$ cat config.mk
export PLATFORM = sky130hd
export DESIGN_NAME = hc_scrub_ctrl
export DESIGN_NICKNAME = d
export VERILOG_FILES = /design/src/rtl/hc_pkg.sv /design/src/rtl/hc_syndrome.sv /design/src/rtl/hc_scrub_ctrl.sv
export SDC_FILE = /design/constraint.sdc
export NUM_CORES = 1
export LEC_CHECK = 0
export ABC_AREA = 0
export BUFFER_PORTS_ARGS = -buffer_cell sky130_fd_sc_hd__buf_2
export CAP_MARGIN = 20
export CORE_UTILIZATION = 45
export CTS_CLUSTER_SIZE = 8
export DETAILED_ROUTE_END_ITERATION = 8
export PLACE_DENSITY = 0.71
export SYNTH_ARGS = -nofsm -noshare
export SYNTH_HDL_FRONTEND = slang
export SYNTH_SLANG_ARGS = --single-unit
$ cat constraint.sdc
create_clock -name i_clk -period 2.05 [get_ports i_clk]
set_input_delay 0.1025 -clock i_clk [delete_from_list [all_inputs] [get_ports i_clk]]
set_output_delay 0.1025 -clock i_clk [all_outputs]
set_load 0.005 [all_outputs]
$ cat src/rtl/hc_pkg.sv
// Shared types and Hamming helpers for the scrub controller (write-back
// behaviour selected by HC_SCRUB_WB_EN in the top level).
package hc_pkg;

  typedef enum logic [2:0] {
    IDLE,
    RD_REQ,
    RD_WAIT,
    CHECK,
    WR_REQ,
    NEXT,
    DONE
  } hc_state_e;

  localparam int unsigned MAX_CW_WD = 64;
  localparam int unsigned MAX_SYN_WD = 8;

  function automatic int unsigned cw_wd(input int unsigned data_wd, input int unsigned chk_wd);
    return data_wd + chk_wd;
  endfunction

  // Syndrome bit i is the parity of every codeword position whose index has bit i set.
  function automatic logic [MAX_SYN_WD-1:0] calc_syndrome(input logic [MAX_CW_WD-1:0] cw,
                                                          input int unsigned cw_w,
                                                          input int unsigned chk_w);
    logic [MAX_SYN_WD-1:0] syn;
    syn = '0;
    for (int i = 0; i < int'(MAX_SYN_WD); i++) begin
      for (int j = 1; j <= int'(MAX_CW_WD); j++) begin
        if ((i < int'(chk_w)) && (j <= int'(cw_w)) && (((j >> i) & 1) == 1)) begin
          syn[i] = syn[i] ^ cw[j-1];
        end
      end
    end
    return syn;
  endfunction

  function automatic logic fix_bit(input logic b, input int unsigned pos,
                                   input logic [MAX_SYN_WD-1:0] syn);
    return b ^ ({{(32-MAX_SYN_WD){1'b0}}, syn} == pos);
  endfunction

endpackage

$ cat src/rtl/hc_syndrome.sv
// Combinational Hamming syndrome and single-bit correction for one codeword.
module hc_syndrome
  import hc_pkg::*;
#(
  parameter int unsigned DATA_WD = 4,
  parameter int unsigned CHK_WD = 3,
  localparam int unsigned CW_WD = cw_wd(DATA_WD, CHK_WD)
) (
  input  logic [CW_WD-1:0]  i_cw,
  output logic [CHK_WD-1:0] o_syn,
  output logic [CW_WD-1:0]  o_cw_fix,
  output logic              o_err
);

  logic [MAX_CW_WD-1:0]  w_cw_ext;
  logic [MAX_SYN_WD-1:0] w_syn;

  assign w_cw_ext = MAX_CW_WD'(i_cw);
  assign w_syn    = calc_syndrome(w_cw_ext, CW_WD, CHK_WD);
  assign o_syn    = w_syn[CHK_WD-1:0];
  assign o_err    = |w_syn;

  for (genvar g = 0; g < int'(CW_WD); g++) begin : g_fix
    assign o_cw_fix[g] = fix_bit(i_cw[g], g + 1, w_syn);
  end

endmodule

$ cat src/rtl/hc_scrub_ctrl.sv
// Memory scrubber: reads every word, counts Hamming errors and, when
// HC_SCRUB_WB_EN is defined, writes corrected codewords back.
module hc_scrub_ctrl
  import hc_pkg::*;
#(
  parameter int unsigned DATA_WD = 4,
  parameter int unsigned CHK_WD = 3,
  parameter int unsigned ADDR_WD = 4,
  localparam int unsigned CW_WD = cw_wd(DATA_WD, CHK_WD)
) (
  input  logic               i_clk,
  input  logic               i_rst,
  input  logic               i_start,
  input  logic               i_abort,
  output logic               o_mem_req,
  output logic               o_mem_we,
  output logic [ADDR_WD-1:0] o_mem_addr,
  output logic [CW_WD-1:0]   o_mem_wdata,
  input  logic               i_mem_gnt,
  input  logic               i_mem_rvalid,
  input  logic [CW_WD-1:0]   i_mem_rdata,
  output logic               o_busy,
  output logic               o_done,
  output logic [15:0]        o_corr_cnt,
  output logic [ADDR_WD-1:0] o_err_addr
);

  hc_state_e          r_state;
  logic [ADDR_WD-1:0] r_addr;
  logic [CW_WD-1:0]   r_cw;
  logic [15:0]        r_corr_cnt;
  logic [ADDR_WD-1:0] r_err_addr;
  logic               r_abort_pend;

  logic [CHK_WD-1:0]  w_syn;
  logic [CW_WD-1:0]   w_cw_fix;
  logic               w_err;

  hc_syndrome #(
    .DATA_WD(DATA_WD),
    .CHK_WD (CHK_WD)
  ) u_syndrome (
    .i_cw    (r_cw),
    .o_syn   (w_syn),
    .o_cw_fix(w_cw_fix),
    .o_err   (w_err)
  );

`ifdef HC_SCRUB_WB_EN
  logic             r_we;
  logic [CW_WD-1:0] r_wdata;
  logic             w_fixable;

  // Syndromes pointing past the codeword cannot be corrected, only counted.
  assign w_fixable   = w_err && (32'(w_syn) <= CW_WD);
  assign o_mem_we    = r_we;
  assign o_mem_wdata = r_wdata;
`else
  logic w_unused_fix;

  assign w_unused_fix = ^{w_cw_fix, w_syn};
  assign o_mem_we     = 1'b0;
  assign o_mem_wdata  = '0;
`endif

  assign o_mem_req  = (r_state == RD_REQ) || (r_state == WR_REQ);
  assign o_busy     = (r_state != IDLE);
  assign o_done     = (r_state == DONE);
  assign o_mem_addr = r_addr;
  assign o_corr_cnt = r_corr_cnt;
  assign o_err_addr = r_err_addr;

  always_ff @(posedge i_clk or posedge i_rst) begin
    if (i_rst) begin
      r_state      <= IDLE;
      r_addr       <= '0;
      r_cw         <= '0;
      r_corr_cnt   <= '0;
      r_err_addr   <= '0;
      r_abort_pend <= 1'b0;
`ifdef HC_SCRUB_WB_EN
      r_we         <= 1'b0;
      r_wdata      <= '0;
`endif
    end else begin
      case (r_state)
        IDLE: begin
          if (i_start) begin
            r_state      <= RD_REQ;
            r_addr       <= '0;
            r_corr_cnt   <= '0;
            r_abort_pend <= 1'b0;
          end
        end
        RD_REQ: begin
          if (i_mem_gnt) begin
            r_state      <= RD_WAIT;
            r_abort_pend <= i_abort;
          end else if (i_abort) begin
            r_state <= DONE;
          end
        end
        RD_WAIT: begin
          if (i_abort) r_abort_pend <= 1'b1;
          // An aborted read still has to drain its response before the pass ends.
          if (i_mem_rvalid) begin
            r_cw    <= i_mem_rdata;
            r_state <= (r_abort_pend || i_abort) ? DONE : CHECK;
          end
        end
        CHECK: begin
          if (i_abort) begin
            r_state <= DONE;
          end else if (w_err) begin
            if (r_corr_cnt != 16'hFFFF) r_corr_cnt <= r_corr_cnt + 16'd1;
            r_err_addr <= r_addr;
`ifdef HC_SCRUB_WB_EN
            if (w_fixable) begin
              r_state <= WR_REQ;
              r_we    <= 1'b1;
              r_wdata <= w_cw_fix;
            end else begin
              r_state <= NEXT;
            end
`else
            r_state <= NEXT;
`endif
          end else begin
            r_state <= NEXT;
          end
        end
`ifdef HC_SCRUB_WB_EN
        WR_REQ: begin
          if (i_mem_gnt) begin
            r_we    <= 1'b0;
            r_state <= i_abort ? DONE : NEXT;
          end else if (i_abort) begin
            r_we    <= 1'b0;
            r_state <= DONE;
          end
        end
`endif
        NEXT: begin
          if (i_abort || (r_addr == '1)) begin
            r_state <= DONE;
          end else begin
            r_addr  <= r_addr + ADDR_WD'(1);
            r_state <= RD_REQ;
          end
        end
        DONE:    r_state <= IDLE;
        default: r_state <= IDLE;
      endcase
    end
  end

endmodule

==> results of run 1 <==
## what timing repair did
action,4_1_cts,5_1_grt
cloned,1,0
hold buffers,1,0
gates resized for setup,26,12
pin swaps,25,3
hold endpoints to repair,35,0
setup endpoints to repair,20,20
setup buffers,7,0
## stage by stage
stage                     setup TNS [ns]  setup slack, ns  area [um2]  hold WS (ns)  cells
after floorplan                -0.006258        -0.006258        2231        0.2172    247
after global placement            -2.140          -0.1628        2590        0.2233    359
after detailed placement          -3.750          -0.2618        2590        0.2282    359
after CTS                         -2.256          -0.1620        2900       0.01600    375
after global routing              -4.957          -0.2938        2975       0.02024    375
final                             -3.390          -0.2295        2975       0.02618    375
## registers in the layout, indices dropped and copies added, names as in the netlist
signal	count
r_state	3
o_mem_addr	4
r_cw	7
r_abort_pend	1
o_err_addr	4
o_corr_cnt	16
## layer usage
layer	wire (um)	global-route usage	share of wire	vias up
li1	-	-	-	1026
met2	2891	0.4078	0.50	45
met4	115	0.09586	0.020	0
met5	0	0	0	-
met1	2554	0.2946	0.44	1048
met3	206	0.05556	0.036	12
## logic make-up after synthesis
group	after synthesis
xor+xnor	4
mux	15
fa+ha+maj	2
flops	35
buf+inv	25
other cells	1
compound gates	50
simple gates	108
## cells in the mapped netlist, drive strengths merged
cell type  number  area [um2]
dfrtp          35       875.8
nand2          25       93.84
nand3          16       80.08
nor2           15       56.30
buf            11       81.33
mux2           11       123.9
o21ai          10       50.04
clkbuf          9       33.78
nand2b          8       57.55
nand4           8       50.05
o311ai          8       70.07
and3            6       37.54
inv             5       18.77
nor2b           5       31.28
o22ai           5       31.28
o41ai           5       43.79
or2             5       31.28
a21oi           4       23.77
a31o            4       35.04
nor3            4       20.02
or4             4       30.03
a31oi           3       18.77
mux2i           3       30.03
nand4b          3       26.28
o211ai          3       22.52
or3             3       18.77
a211o           2       17.52
and2            2       15.02
and4            2       17.52
ha              2       25.02
xnor2           2       17.52
xor2            2       17.52
a32o            1       10.01
conb            1       3.750
mux4            1       22.52
nand3b          1       7.510
nor3b           1       12.51
o211a           1       10.01
o21a            1       7.510
o31ai           1       7.510
o32a            1       10.01
o32ai           1       8.760
## report_power, final
| group | internal [mW] | leakage [nW] | switching (mW) | total (mW) |
|---|---|---|---|---|
| combinational | 0.931 | 0.893 | 0.906 | 1.84 |
| clock | 0.264 | 0.0470 | 0.257 | 0.520 |
| sequential | 0.836 | 0.465 | 0.163 | 0.999 |
## path summary, 6_finish.rpt
| kind | depth (start not counted) | end | from |
|---|---|---|---|
| max | 7 | o_corr_cnt[7] | r_cw[0] |
| min | 2 | r_state[1] | i_mem_rvalid |
| max reg2reg | 7 | o_corr_cnt[7] | r_cw[0] |
| min reg2reg | 1 | o_err_addr[0] | o_err_addr[0] |
| max in group asynchronous | 4 | r_cw[0] | i_rst |
| min in group asynchronous | 4 | o_corr_cnt[2] | i_rst |
## area by class of cell
type | count | area [um2] | area share
clock buffers | 6 | 82.58 | 0.02775
clock inverters | 1 | 5.005 | 0.001682
inverters | 5 | 18.77 | 0.006308
multi-input cells | 187 | 1394 | 0.4685
flip-flops and latches | 35 | 879.6 | 0.2956
well taps | 67 | 83.83 | 0.02817
repair buffers | 74 | 511.7 | 0.1720
## placed cells by master (no fill, tap or decap), types with 5 or more instances in the layout
master	count
buf_4	26
o21ai_0	9
and3_1	6
nand2b_1	6
nand3_1	14
dfrtp_1	32
buf_2	39
o22ai_1	5
nor2_1	15
buf_6	5
or2_2	5
conb_1	8
nand4_1	8
inv_1	5
clkbuf_8	6
mux2_2	7
nand2_1	25
## worst reg2reg max path, stage by stage (launching register included)
cell	delay (ns)
dfrtp_2	0.45
nor2b_4	0.15
mux2i_2	0.21
o22ai_1	0.12
mux4_2	0.56
buf_6	0.17
or4_4	0.48
nand3_2	0.07
==> impl_metrics.py, run 1 <==
metrics = {
    "status": {
        "run_status": "finished, violations left",
        "violations": "negative setup slack",
    },
    "finish": {
        "antenna_cells": 0,
        "syn_to_final_growth_pct": 35.11,
        "nets": 323,
        "fill_cells": 380,
        "drive_gt1_frac": 0.3961,
        "final_util": 0.6299,
    },
    "worst_setup_path": {
        "required_ns": 2.28,
        "start_kind": "flip-flop",
        "cp_max_fo": 5,
        "crit_buf_inv": 1,
        "worstPathArrival_ns": 2.51,
        "critPathTopFamily": "multiplexers",
        "max_stage_delay_ns": 0.56,
        "cp-end-kind": "flip-flop",
        "r2r_slack_ns": -0.23,
        "crit_type": "flip-flop to flip-flop",
        "crit_chain": "nor2b_4 > mux2i_2 > o22ai_1 > mux4_2 > buf_6 > or4_4 > nand3_2",
        "cp_slowest_cell": "mux4_2",
    },
    "sta": {
        "worst_slew_margin_rel": 0.1458,
        "finalSetupViolCount": 20,
        "slew_violations": 0,
        "grt_setup_unrepaired": "true",
        "finClkSkew_ns": 0.007978,
        "finalHoldViolCount": 0,
        "min_period_ns": 2.280,
        "worst_pin_slew_ns": 1.268,
        "worst_slack_ns": -0.2295,
        "finalCritPeriodShare": 1.112,
        "fmaxAchievable_mhz": 438.7,
    },
    "clocking": {
        "clock_path_buffers": 2,
        "insertion_delay_ns": 0.30,
        "clkTransAtPathRegs_ns": 0.07,
        "cts.sinks": 35,
        "cts_max_level": 2,
        "numCtsBuffers": 5,
        "root_buffer": "clkbuf_8",
        "tritoncts": "yes",
    },
    "logic_synthesis": {
        "syn_inst": 240,
        "ys_seq_elements": 35,
        "ys_seq_area_frac": 0.3977,
        "synth-adder-area-share": 0.01136,
        "synthMuxAreaShare": 0.08011,
        "synth_xor_area_frac": 0.01591,
        "yosysWarningCount": 0,
        "synth_top_family_by_area": "simple AND/OR/NAND/NOR gates",
        "syn_area_per_cell_um2": 9.175,
        "synth_cell_types": 50,
        "syn_area_um2": 2202,
        "yosys.area_share.simple": 0.2659,
        "synth_compound_area_frac": 0.1665,
    },
    "routing": {
        "drc": 0,
        "drt_iter0_markers": 164,
        "drt-wirelength-per-cell_um": 15.38,
        "num_vias": 2131,
        "routed_wl_um": 5768,
        "firstDrtPassIters": 4,
        "ant_nets": 0,
        "vias_per_cell": 5.683,
    },
    "job": {
        "drv.max_cap_violation_count": 0,
    },
    "power": {
        "design_power_total_mw": 3.355,
        "power.density_nw_per_um2": 1128,
        "peakVddDrop_uv": 584.9,
        "p_leak_nw": 1.405,
    },
    "global_route": {
        "antenna_found_initial": 0,
        "first_global_vias": 2041,
        "grt_pass1_wl_um": 9563,
        "grt_max_degree": 36,
        "track_usage": 0.2394,
        "grt_overflow": 0,
    },
    "place": {
        "io_buffers": 39,
        "place.gp.congestion": 0.8969,
        "hpwlAfterDp_um": 3749,
    },
    "floorplanning": {
        "die_x_um": 71.96,
        "dieArea_um2": 5178,
        "rows": 25,
        "num_io_pins": 48,
        "fp.coreArea_um2": 4723,
        "die_h_um": 71.96,
        "initial_core_util": 0.4662,
    },
    "worst_hold_path": {
        "hold_path_class": "input port to flip-flop",
    },
}
Power figures use the tool's default switching activity.
==> inputs of run 2 (changes only) <==
Settings changed: ABC_AREA 0 to 1.
==> run 2 against run 1 <==
- the flow now finishes without violations
- first-iteration DRC count is 31% lower
- sequential power is 4.4% lower
- synthesized cell count is 25% higher
==> impl_metrics.py, run 2 <==
metrics = {
    "routing": {
        "firstDrtPassIters": 4,
        "vias_per_cell": 5.169,
        "drt-wirelength-per-cell_um": 11.84,
        "ant_nets": 0,
        "num_vias": 2047,
        "drt_iter0_markers": 113,
        "drc": 0,
        "routed_wl_um": 4688,
    },
    "global_route": {
        "grt-busiest-layer": "met2",
        "met3_usage": 0.04219,
        "grt_overflow": 0,
        "grt_max_degree": 24,
        "grt_pass1_wl_um": 7983,
        "antenna_found_initial": 0,
        "first_global_vias": 1848,
        "gr-usage-met1": 0.2582,
        "grt_util_met2": 0.3291,
        "track_usage": 0.1968,
    },
    "sta": {
        "worst_slew_margin_rel": 0.6291,
        "finalCritPeriodShare": 0.9145,
        "worst_pin_slew_ns": 0.5551,
        "fmaxAchievable_mhz": 533.4,
        "finalSetupViolCount": 0,
        "finClkSkew_ns": 0.006754,
        "finalHoldViolCount": 0,
        "tns_ns": 0,
        "grt_setup_unrepaired": "false",
        "slew_violations": 0,
        "min_period_ns": 1.875,
    },
    "finish": {
        "design_area_um2": 2500,
        "fill_cells": 432,
        "syn_to_final_growth_pct": 14.89,
        "layout_commonest_cell": "nand2_1",
        "regArea_um2": 875.8,
        "antenna_cells": 0,
        "final_cell_mix": "82 x nand2_1, 39 x buf_2, 35 x dfrtp_1",
        "final_cells": 396,
        "nets": 358,
        "multiInputGateArea_um2": 1102,
        "largest_reg_flops": 16,
        "drive_gt1_frac": 0.2035,
    },
    "power": {
        "design_power_total_mw": 2.654,
        "peakVddDrop_uv": 739.4,
        "combPwrFrac": 0.429,
        "p_int_mw": 1.522,
        "p_switching_mw": 1.132,
        "power.density_nw_per_um2": 1062,
        "pwr-share-clk": 0.212,
        "swShare": 0.4265,
        "p_leak_nw": 1.328,
        "pwr-share-seq": 0.360,
    },
    "place": {
        "dpl.cell_count": 387,
        "hpwlAfterDp_um": 3452,
        "placed_area_um2": 2381,
        "io_buffers": 39,
        "place.gp.congestion": 0.8588,
    },
    "floorplanning": {
        "dieArea_um2": 5117,
        "initial_core_util": 0.4831,
        "die_x_um": 71.54,
        "num_io_pins": 48,
        "die_h_um": 71.54,
        "fp.coreArea_um2": 4504,
        "rows": 24,
    },
    "logic_synthesis": {
        "syn_area_per_cell_um2": 7.253,
        "synthMuxAreaShare": 0,
        "yosysTopAreaCellShare": 0.4025,
        "synth_top_family_by_area": "simple AND/OR/NAND/NOR gates",
        "synth_area_leader_cell": "dfrtp_1",
        "synth_cell_types": 37,
        "syn_area_um2": 2176,
        "ys_seq_elements": 35,
        "synth.area.top_cells": "dfrtp_1 40%, nand2_1 14%, nand3_1 6.9%, nor2_1 5.9%, inv_1 5.3%",
        "synth-adder-area-share": 0.01150,
        "syn_inst": 300,
        "synthFlopType": "dfrtp_1",
        "synthTopCellsByCount": "82 x nand2_1, 35 x dfrtp_1, 34 x nor2_1",
        "synth_xor_area_frac": 0.01610,
        "yosys.area_share.simple": 0.3583,
        "synth_edf_count": 0,
        "synth_compound_area_frac": 0.1029,
        "synthArstFlopShare": 1.000,
        "yosysWarningCount": 0,
        "ys_seq_area_frac": 0.4025,
        "synth_most_common_cell": "nand2_1",
    },
    "worst_setup_path": {
        "crit_start": "o_corr_cnt[0]",
        "crit_type": "flip-flop to flip-flop",
        "required_ns": 2.27,
        "critPathTopFamily": "simple AND/OR/NAND/NOR gates",
        "worst_path_most_repeated_cell": "nand2_1",
        "worstReg2RegStart": "o_corr_cnt[0]",
        "start_kind": "flip-flop",
        "cp_max_fo": 17,
        "max_stage_delay_ns": 0.42,
        "cp_slowest_cell": "dfrtp_1",
        "crit_buf_inv": 0,
        "crit_chain": "ha_1 > nand2_1 > nor2_2 > nand2_2 > nor2_4 > nand4_2 > nand3_2 > nand2_4 > nand2_8 > nand2_1 > nand2_1",
        "worstPathArrival_ns": 2.10,
        "cp-end-kind": "flip-flop",
        "r2r_slack_ns": 0.18,
    },
    "clocking": {
        "clkTransAtPathRegs_ns": 0.07,
        "cts_max_level": 2,
        "root_buffer": "clkbuf_8",
        "numCtsBuffers": 5,
        "clock_path_buffers": 2,
        "insertion_delay_ns": 0.29,
        "postCtsSetupRepairBufs": 0,
        "tritoncts": "yes",
        "cts.sinks": 35,
    },
    "status": {
        "run_status": "finished clean",
    },
    "worst_hold_path": {
        "hold_path_startpoint": "i_mem_rdata[0]",
        "hold_path_class": "input port to flip-flop",
    },
    "job": {
        "drv.max_cap_violation_count": 0,
    },
}
==> run 2: cell count changes after synthesis, moves of 5 or more <==
cell,before,now
and3_1,6,0
nand2_1,25,82
o311ai_1,8,0
a21oi_1,3,16
nand4_1,8,1
nor2_1,15,34
o22ai_1,5,0
inv_1,5,31
nand2b_1,7,0
o41ai_1,5,0
nand3_1,16,30
clkbuf_1,9,1
nor2b_1,5,0
mux2_2,7,0
==> run 2: metal layers <==
metal  up-vias  wire length (um)
met4         0                55
met3         6               221
met2        50              2194
met5         -                 0
met1       961              2216
li1       1030                 -
==> run 2: worst paths after layout <==
check / to / cells after the start
min: r_cw[0] / 3
max reg2reg: o_corr_cnt[12] / 11
max in group asynchronous: o_err_addr[2] / 4
min in group asynchronous: o_corr_cnt[4] / 3
min reg2reg: o_err_addr[2] / 2
max: o_corr_cnt[12] / 11
==> run 2: what timing repair did <==
action / in CTS / in global routing
endpoints found under the setup margin: 0 / 7
resized for setup: 0 / 1
hold buffers: 1 / 0
endpoints found under the hold margin: 12 / 0
==> run 2: area by class of cell <==
class / instances / area share
multi-input cells: 224 / 0.4409
repair buffers: 42 / 0.08809
flip-flops and latches: 35 / 0.3504
well taps: 52 / 0.02603
inverters: 35 / 0.05455
clock buffers: 8 / 0.04004
==> run 2: cells by family (layout without fill, tap and decap cells) <==
| family | Yosys count | after routing |
|---|---|---|
| buf+inv | 48 | 85 |
| simple gates | 172 | 172 |
| other cells | 1 | 8 |
| compound gates | 38 | 38 |
| xor+xnor | 4 | 4 |
| fa+ha+maj | 2 | 2 |
| flops | 35 | 35 |
==> run 2: power groups by stage <==
stage | Clock [mW] | Combinational [mW] | Sequential [mW]
6_report | 0.561 | 1.14 | 0.955
5_1_grt | 0.596 | 1.29 | 0.983
4_1_cts | 0.566 | 1.12 | 0.954
3_5_place_dp | 0 | 1.11 | 0.967
3_3_place_gp | 0 | 1.08 | 0.960
2_1_floorplan | 0 | 0.911 | 0.948
==> run 2: stage by stage <==
stage	utilization	setup WS, ns	hold slack, ns
3_5_place_dp	0.5286	0.1735	0.1625
3_3_place_gp	0.5286	0.2489	0.1377
6_report	0.5550	0.1753	0.05006
4_1_cts	0.5531	0.1508	0.05457
5_1_grt	0.5550	0.04247	0.06587
2_1_floorplan	-	0.3661	0.2568
==> run 2: tightest hold or removal path, stage by stage <==
cell and delay (ns):
buf_2 0.07, nor2_1 0.03, a21oi_1 0.09
